--- config.mk ---
export PLATFORM = sky130hd
export DESIGN_NAME = core_exu_div_ctrl
export DESIGN_NICKNAME = d
export VERILOG_FILES = /design/src/rtl/core_exu_div_ctrl.sv
export SDC_FILE = /design/constraint.sdc
export NUM_CORES = 1
export LEC_CHECK = 0
export ABC_CLOCK_PERIOD_IN_PS = 2250
export CAP_MARGIN = 0
export CORE_MARGIN = 10
export CORE_UTILIZATION = 40
export CTS_CLUSTER_SIZE = 12
export DETAILED_ROUTE_END_ITERATION = 8
export PLACE_DENSITY = 0.85
export REMOVE_ABC_BUFFERS = 1
export SETUP_SLACK_MARGIN = 0.02
export SLEW_MARGIN = 20
export SYNTH_ARGS = -nofsm -noshare
export SYNTH_HDL_FRONTEND = slang
export SYNTH_SLANG_ARGS = --single-unit
export TNS_END_PERCENT = 5
--- constraint.sdc ---
create_clock -name clk_i -period 2.25 [get_ports clk_i]
set_input_delay 0.45 -clock clk_i [delete_from_list [all_inputs] [get_ports clk_i]]
set_output_delay 0.45 -clock clk_i [all_outputs]
set_load 0.02 [all_outputs]
--- src/rtl/core_exu_div_ctrl.sv ---
`timescale 1ns/1ps
// Purpose: EX-stage issue/retire controller for the iterative divider.
// Latency: start pulse 1 cycle after accept. The writeback comes 1 cycle after div_vld_i.
// Backpressure: stall_o holds IF/ID/EX while a divide is outstanding, and flushed results are drained silently.
module core_exu_div_ctrl #(
  parameter int TIMEOUT_CYCLES = 40
) (
  input  logic        clk_i,
  input  logic        rst_n_i,
  input  logic        dec_vld_i,
  input  logic [2:0]  dec_funct3_i,
  input  logic [31:0] rs1_data_i,
  input  logic [31:0] rs2_data_i,
  input  logic [4:0]  rd_addr_i,
  input  logic        flush_i,
  input  logic        div_hold_i,
  input  logic        div_vld_i,
  input  logic [31:0] div_data_i,
  output logic [31:0] div_data1_o,
  output logic [31:0] div_data2_o,
  output logic [4:0]  div_waddr_o,
  output logic        div_op_o,
  output logic        div_q_sign_o,
  output logic        div_r_sign_o,
  output logic        div_start_o,
  output logic        stall_o,
  output logic        wb_we_o,
  output logic [4:0]  wb_waddr_o,
  output logic [31:0] wb_data_o,
  output logic        err_o
);

  localparam int CW = $clog2(TIMEOUT_CYCLES + 1);
  localparam logic [CW-1:0] WD_LAST = CW'(TIMEOUT_CYCLES - 1);

  typedef enum logic [2:0] {
    S_IDLE  = 3'd0,
    S_ISSUE = 3'd1,
    S_WAIT  = 3'd2,
    S_WB    = 3'd3,
    S_DRAIN = 3'd4
  } state_t;

  state_t        state_q, state_d;
  logic [31:0]   data1_q, data1_d;
  logic [31:0]   data2_q, data2_d;
  logic [4:0]    rd_q, rd_d;
  logic          op_q, op_d;
  logic          q_sign_q, q_sign_d;
  logic          r_sign_q, r_sign_d;
  logic [31:0]   wb_data_q, wb_data_d;
  logic [CW-1:0] wdog_q, wdog_d;

  logic is_signed;
  logic accept;

  // funct3[2] is always 1 for this class, and the divider hold is only observed, never acted on.
  logic unused_ok;
  assign unused_ok = ^{dec_funct3_i[2], div_hold_i};

  // Two's-complement magnitude with 32-bit wrap, so the most negative value maps to itself.
  function automatic logic [31:0] mag(input logic [31:0] x);
    return x[31] ? (~x + 32'd1) : x;
  endfunction

  assign is_signed = ~dec_funct3_i[0];
  assign accept    = dec_vld_i & ~flush_i & (rd_addr_i != 5'd0);

  // Next-state, operand latch, watchdog and the per-state strobes.
  always_comb begin
    state_d     = state_q;
    data1_d     = data1_q;
    data2_d     = data2_q;
    rd_d        = rd_q;
    op_d        = op_q;
    q_sign_d    = q_sign_q;
    r_sign_d    = r_sign_q;
    wb_data_d   = wb_data_q;
    wdog_d      = wdog_q;
    div_start_o = 1'b0;
    stall_o     = 1'b0;
    wb_we_o     = 1'b0;
    err_o       = 1'b0;

    unique case (state_q)
      S_IDLE: begin
        stall_o = accept;
        if (accept) begin
          data1_d  = is_signed ? mag(rs1_data_i) : rs1_data_i;
          data2_d  = is_signed ? mag(rs2_data_i) : rs2_data_i;
          rd_d     = rd_addr_i;
          op_d     = ~dec_funct3_i[1];
          // Divide-by-zero keeps the all-ones quotient unsigned.
          q_sign_d = is_signed & (rs1_data_i[31] ^ rs2_data_i[31]) & (rs2_data_i != 32'd0);
          r_sign_d = is_signed & rs1_data_i[31];
          state_d  = S_ISSUE;
        end
      end
      S_ISSUE: begin
        div_start_o = 1'b1;
        stall_o     = ~flush_i;
        wdog_d      = '0;
        state_d     = flush_i ? S_DRAIN : S_WAIT;
      end
      S_WAIT: begin
        stall_o = ~flush_i;
        if (div_vld_i) begin
          // Flush wins: a result arriving with a flush is simply dropped.
          if (!flush_i) begin
            wb_data_d = div_data_i;
            state_d   = S_WB;
          end else begin
            state_d   = S_IDLE;
          end
        end else if (flush_i) begin
          wdog_d  = '0;
          state_d = S_DRAIN;
        end else if (wdog_q == WD_LAST) begin
          err_o   = 1'b1;
          state_d = S_IDLE;
        end else begin
          wdog_d  = wdog_q + CW'(1);
        end
      end
      S_WB: begin
        wb_we_o = ~flush_i;
        state_d = S_IDLE;
      end
      S_DRAIN: begin
        // The divider cannot be aborted. Any new divide is held off until the killed one finishes.
        stall_o = dec_vld_i;
        if (div_vld_i) begin
          state_d = S_IDLE;
        end else if (wdog_q == WD_LAST) begin
          err_o   = 1'b1;
          state_d = S_IDLE;
        end else begin
          wdog_d  = wdog_q + CW'(1);
        end
      end
      default: begin
        state_d = S_IDLE;
      end
    endcase
  end

  // State and datapath registers with synchronous active-low reset.
  always_ff @(posedge clk_i) begin
    if (!rst_n_i) begin
      state_q   <= S_IDLE;
      data1_q   <= '0;
      data2_q   <= '0;
      rd_q      <= '0;
      op_q      <= 1'b0;
      q_sign_q  <= 1'b0;
      r_sign_q  <= 1'b0;
      wb_data_q <= '0;
      wdog_q    <= '0;
    end else begin
      state_q   <= state_d;
      data1_q   <= data1_d;
      data2_q   <= data2_d;
      rd_q      <= rd_d;
      op_q      <= op_d;
      q_sign_q  <= q_sign_d;
      r_sign_q  <= r_sign_d;
      wb_data_q <= wb_data_d;
      wdog_q    <= wdog_d;
    end
  end

  assign div_data1_o  = data1_q;
  assign div_data2_o  = data2_q;
  assign div_waddr_o  = rd_q;
  assign div_op_o     = op_q;
  assign div_q_sign_o = q_sign_q;
  assign div_r_sign_o = r_sign_q;
  assign wb_waddr_o   = rd_q;
  assign wb_data_o    = wb_data_q;

endmodule
==> parameters.txt, run 1 <==
Parameter                              Value

Routing
  DRT antenna net count    0
  DR vias    6694
  DR pass1 iterations    6
  Number of DRC markers after the initial detailed-route iteration    between 400 and 500
  Routed vias/inst    5.41
  DR WL/cell    17.3 um
  Routed wire length    21.5 mm
  Post-route DRC violation count    0

Layout
  Area grow syn2layout    69.2%
  Post-route insts no fill    roughly 1200
  Util after Layout    69.6%
  Layout cell share with drive strength beyond 1    18.2%
  # nets final    approximately 1200
  Ant diodes    0

Worst setup path
  R2R Path Start    state_q[2]
  CP Class    input pin to output pin
  Type of element capturing the critical path    output pin
  Worst R2R End    div_data2_o[27]
  Critical Path AT    1830 ps
  Kind of launch point of the worst setup path    input pin
  Destination of the critical timing path    stall_o
  Required time at the worst-slack endpoint    about 1800 ps
  Setup slack, reg-to-reg    roughly 190 ps
  Worst Setup SP    rd_addr_i[4]
  Highest fanout seen on the critical path    2
  R2r worst-path depth    9

Yosys
  Proportion of register bits with asynchronous set or reset after synthesis    0%
  Total standard cell area after synthesis    5730 um2
  Proportion of synthesized chip area in sequential cells    about two fifths
  Instance count of the mapped netlist    732
  Most instantiated cells after synthesis    122 x nand2_1, 113 x dfxtp_1, 69 x a21oi_1, 57 x nor2_1, 44 x o21ai_0
  Dominant cells by area after synthesis    dfxtp_1 39%, nand2_1 8.0%, a21oi_1 6.0%
  Leading area contributor after synthesis    dfxtp_1
  Leading cell type by number of instances after synthesis    nand2_1
  Flop and latch count out of synthesis    113
  Count of flip-flops with a built-in enable after synthesis    0
  Count of distinct cell types in the synthesized netlist    57
  Per-instance average area after synthesis    7.83 um2
  Number of warnings printed during yosys synthesis    0
  Main flop type after synthesis    dfxtp_1
  Share of Yosys cell area claimed by the top area cell type    39.5%

Clocking
  Clk Latency, worst-skew pair    between 400 and 500 ps
  Bufs on Longest Clock Path    2
  Root buffer cell    clkbuf_16
  TritonCTS Buffers    17
  Number of sinks handled by clock tree synthesis    around 110
  Max H-tree Level    4
  Clock Pin Slew Worst Setup and Hold Paths    60 ps
  Count of hold-fix buffers inserted at cts    0
  TritonCTS clock tree    built

Timing
  Share of the clock period used by the worst path    102%
  Max-Slew Margin vs Limit    between 70% and 80%
  Skew final    8.30 ps
  Worst hold margin    ~420 ps
  Setup repair after global routing missed its margin    yes
  Number of max-slew violations in the final report    0
  Worst-margin pin slew    405 ps
  Number of hold violations in the final report    0
  Post-route minimum period    2280 ps
  Post-route worst setup slack    -34.1 ps
  Setup violations, final    1
  Maximum clock rate    between 400 and 500 MHz

Hold path
  Kind of path behind the tightest hold check    input pin to flop
  Start point of the worst min-delay path    rd_addr_i[3]

Power
  Cell area power density    around 630 nW/um2
  Worst vdd ir    between 400 and 500 uV
  Static leakage    0.00361 uW

Run
  Max-cap violations    0

Global route
  Vias in the first global route    6450
  Largest net degree at the start of global routing    36
  Total global routing overflow    0
  Number of antenna violations at the first check in global routing    0
  Wire length of the first global-routing pass    approximately 34 mm
  Global-route usage over all layers    20.7%

Place
  Sum of net half-perimeters after detailed placement    16.0 mm
  Placed Cells    ~1200
  Gpl congestion    0.900
  IO Port Bufs    220

Die
  Starting utilization of the core area    41.1%
  Chip Width    approximately 140 um
  Die footprint    19500 um2
  Core footprint    13900 um2
  Vert. Die Dim    140 um
  Number of placement rows    43
  I/O pin cnt    223

Run status
  Violated checks    setup timing
  Result of the run    finished, violations left
critical path, stage by stage:
cell and delay, ps:
clkdlybuf4s15_1 210, or4_4 580, o21ai_4 190, a2111oi_4 90, o21bai_1 160, buf_4 160
logic make-up (layout without fill, tap and decap cells):
logic type / Yosys count / in the layout / synth area share [%]
AND/OR/NAND/NOR: 291 / 291 / 24.3
AO/OA/AOI/OAI: 200 / 200 / 21.5
flip-flops: 113 / 113 / 39.5
buffers and inverters: 67 / 393 / 4.85
XOR/XNOR: 42 / 42 / 6.42
multiplexers: 16 / 16 / 2.80
adder cells (fa/ha/maj): 3 / 3 / 0.655
layout make-up:
class / instances / area (um2)
timing repair buffer: 350 / 3250
sequential: 113 / 2260
multi-input combinational: 552 / 3330
fill: 1063 / 4240
clock inverter: 15 / 160
tap: 180 / 225
inverter: 11 / 41.3
clock buffer: 17 / 425
layer usage:
layer / vias up / wire length, um / GRT usage (%)
li1: 3253 / - / -
met1: 3115 / 8810 / 23.7
met2: 285 / 10400 / 34.7
met3: 41 / 1720 / 6.94
met4: 0 / 482 / 7.99
met5: - / 0 / 0
power by group:
part / internal, uW / switching, uW
clock network: 1640 / 1020
registers: 2100 / 61.0
logic: 629 / 607
per-stage QoR:
step	setup slack [ps]	power, uW	cell area, um2	TNS, ps
2_1_floorplan	-902	2660	5490	-44560
3_5_place_dp	-730	3410	8980	-19700
5_1_grt	-82.5	6300	9690	-265
6_report	-34.1	6060	9690	-34.1
3_3_place_gp	-699	3390	8980	-17210
4_1_cts	-24.8	6090	9570	-24.8
worst min-delay path by stage:
stage / slack [ps] / endpoint / cells past startpoint
floorplan: 480 / wdog_q[1] / 2
global placement: 440 / div_data1_o[20] / 2
detailed placement: 450 / wb_data_o[12] / 2
CTS: 450 / div_waddr_o[1] / 3
global route: 430 / div_waddr_o[3] / 3
finish: 420 / div_waddr_o[3] / 3
state kept, by name, summed over array words and instances, names as in the netlist:
register,count
state_q,3
wb_data_o,32
div_waddr_o,5
div_data1_o,32
div_q_sign_o,1
wdog_q,6
div_data2_o,32
div_op_o,1
div_r_sign_o,1
layout by cell type (no fill, tap or decap), types with 9 or more instances in the layout:
| cell | instances |
|---|---|
| nor3_1 | 15 |
| nand4_1 | 10 |
| clkdlybuf4s50_1 | 211 |
| mux2i_1 | 16 |
| a21o_1 | 11 |
| xnor2_1 | 15 |
| o21ai_0 | 43 |
| a31oi_1 | 9 |
| nor4_1 | 11 |
| nor2_1 | 57 |
| nand3_1 | 25 |
| xor2_1 | 27 |
| clkbuf_16 | 17 |
| a211oi_1 | 16 |
| buf_4 | 126 |
| a21oi_1 | 68 |
| inv_1 | 10 |
| nand2_1 | 122 |
| dfxtp_1 | 112 |
repair_timing:
item | in CTS | in global routing
resized for setup | 21 | 21
endpoints found under the setup margin | 5 | 24
setup buffers | 1 | 0
pin swaps | 2 | 6
(Power assumes the default switching activity.)
==> run 2: changes to the inputs <==
==> constraint.sdc (replaced) <==
create_clock -name clk_i -period 2.25 [get_ports clk_i]
set_input_delay 0.3375 -clock clk_i [delete_from_list [all_inputs] [get_ports clk_i]]
set_output_delay 0.3375 -clock clk_i [all_outputs]
set_load 0.02 [all_outputs]
==> run 2 against run 1 <==
Against the previous run:
- the run now ends clean
- combinational power is 4% lower
- highest routed layer unchanged
- utilization down 1.9 points
- largest power group unchanged
- sequential share of layout area is 0.68 points higher
==> parameters.txt, run 2 (synthesis results as in run 1) <==
Parameter                              Value

Worst setup path
  Critical-path cell list    clkdlybuf4s50_1 > or4_4 > o21ai_2 > a2111oi_2 > o21bai_1 > buf_4
  Critical Path AT    ~1900 ps
  CP peak stage delay    540 ps
  Crit path max-delay family    buffers and inverters
  Kind of launch point of the worst setup path    input pin
  CP Class    input pin to output pin
  CP max-delay cell    or4_4
  Highest fanout seen on the critical path    2
  Bufs and invs on worst path    2
  Type of element capturing the critical path    output pin
  Required time at the worst-slack endpoint    1910 ps

Clocking
  Bufs on Longest Clock Path    2
  Max H-tree Level    4
  Clock Pin Slew Worst Setup and Hold Paths    50 ps
  TritonCTS Buffers    17
  Root buffer cell    clkbuf_16
  Number of sinks handled by clock tree synthesis    about 110
  Count of hold-fix buffers inserted at cts    0
  TritonCTS clock tree    built
  Clk Latency, worst-skew pair    410 ps

Global route
  Largest net degree at the start of global routing    37
  Global-route usage over all layers    approximately a fifth
  Wire length of the first global-routing pass    between 30 and 40 mm
  Number of antenna violations at the first check in global routing    1
  Vias in the first global route    6350
  Total global routing overflow    0

Power
  Cell area power density    632 nW/um2
  Worst vdd ir    about 450 uV
  Static leakage    0.00341 uW

Timing
  Worst-margin pin slew    480 ps
  Post-route minimum period    ~2200 ps
  Number of max-slew violations in the final report    0
  Max-Slew Margin vs Limit    67.7%
  Maximum clock rate    449 MHz
  Worst hold margin    between 200 and 300 ps
  Setup repair after global routing missed its margin    yes
  Final TNS setup    0 ps
  Share of the clock period used by the worst path    98.9%
  Setup violations, final    0
  Number of hold violations in the final report    0
  Skew final    between 6 and 7 ps

Routing
  Number of DRC markers after the initial detailed-route iteration    361
  DR vias    6445
  Routed wire length    20.4 mm
  DRT antenna net count    0
  DR pass1 iterations    5
  Post-route DRC violation count    0
  Routed vias/inst    5.29
  DR WL/cell    16.8 um

Layout
  Post-route insts no fill    1218
  Area grow syn2layout    64.5%
  Layout cell share with drive strength beyond 1    15.7%
  Fin area    between 9000 and 10000 um2
  Leading cell types in the layout, fill and taps excluded    217 x clkdlybuf4s50_1, 122 x nand2_1, 111 x dfxtp_1
  # nets final    1137
  Most common cell after layout, fill and taps aside    clkdlybuf4s50_1

Run status
  Result of the run    complete, no violations

Die
  Starting utilization of the core area    41.1%
  I/O pin cnt    approximately 220
  Core footprint    13900 um2
  Die footprint    19500 um2
  Number of placement rows    43
  Chip Width    roughly 140 um
  Vert. Die Dim    140 um

Place
  Sum of net half-perimeters after detailed placement    15.4 mm
  IO Port Bufs    220
  Placed cell area    8810 um2
  Placed Cells    between 1000 and 1500
  Gpl congestion    0.886

Hold path
  Kind of path behind the tightest hold check    input pin to flop

Run
  Max-cap violations    0
## run 2: changes by cell type in the layout (fill, tap and decap cells not counted), moves of 4 or more
cell             previous run  this run
inv_6                       4         0
nor4_4                      5         1
clkinv_4                    4         0
clkdlybuf4s50_1           211       217
buf_4                     126       105
clkbuf_8                    0         5
## run 2: what timing repair did
item,4_1_cts,5_1_grt
setup buffers,0,1
gates resized for setup,8,8
pin swaps,0,2
setup endpoints to repair,2,11
## run 2: worst reg2reg max path: cells and delay by family, from the launching register on
kind	cells	cell delay (ps)
AO/OA/AOI/OAI	2	280
buffers and inverters	4	710
flip-flops	1	370
AND/OR/NAND/NOR	2	640
## run 2: worst paths after layout
| kind | from | to | slack [ps] | cells past startpoint |
|---|---|---|---|---|
| max | rd_addr_i[3] | stall_o | 30 | 6 |
| min | rd_addr_i[1] | div_waddr_o[1] | 260 | 3 |
| max reg2reg | state_q[1] | div_data1_o[30] | 170 | 8 |
| min reg2reg | wb_data_o[19] | wb_data_o[19] | 450 | 2 |
## run 2: area by class of cell
cell class              count  area, um2
diodes                      1       2.50
clock buffers              24        502
clock inverters             8       77.6
fillers                  1119       4510
inverters                  11       41.3
multi-input cells         552       3230
flip-flops and latches    113       2260
well taps                 180        225
repair buffers            329       3080
## run 2: metrics by stage
step	util [%]	total power (uW)	setup slack, ps
after CTS	67.4	6000	-13.0
final	67.6	5950	25.1
after global placement	63.2	3360	-469
after floorplan	-	2660	-902
after global routing	67.6	6180	-22.1
after detailed placement	63.2	3390	-501
## run 2: layer usage
layer / track usage (%) / routed length (um) / vias to the layer above
met1: 23.5 / 8480 / 2970
met3: 6.57 / 1710 / 31
met2: 32.8 / 9780 / 238
met4: 7.99 / 450 / 0
met5: 0 / 0 / -
li1: - / - / 3206
## run 2: power by group
group | internal, uW | total, uW | switching (uW)
clock network | 1660 | 2600 | 939
logic | 609 | 1190 | 583
registers | 2110 | 2160 | 59.4
total | 4370 | 5950 | 1580
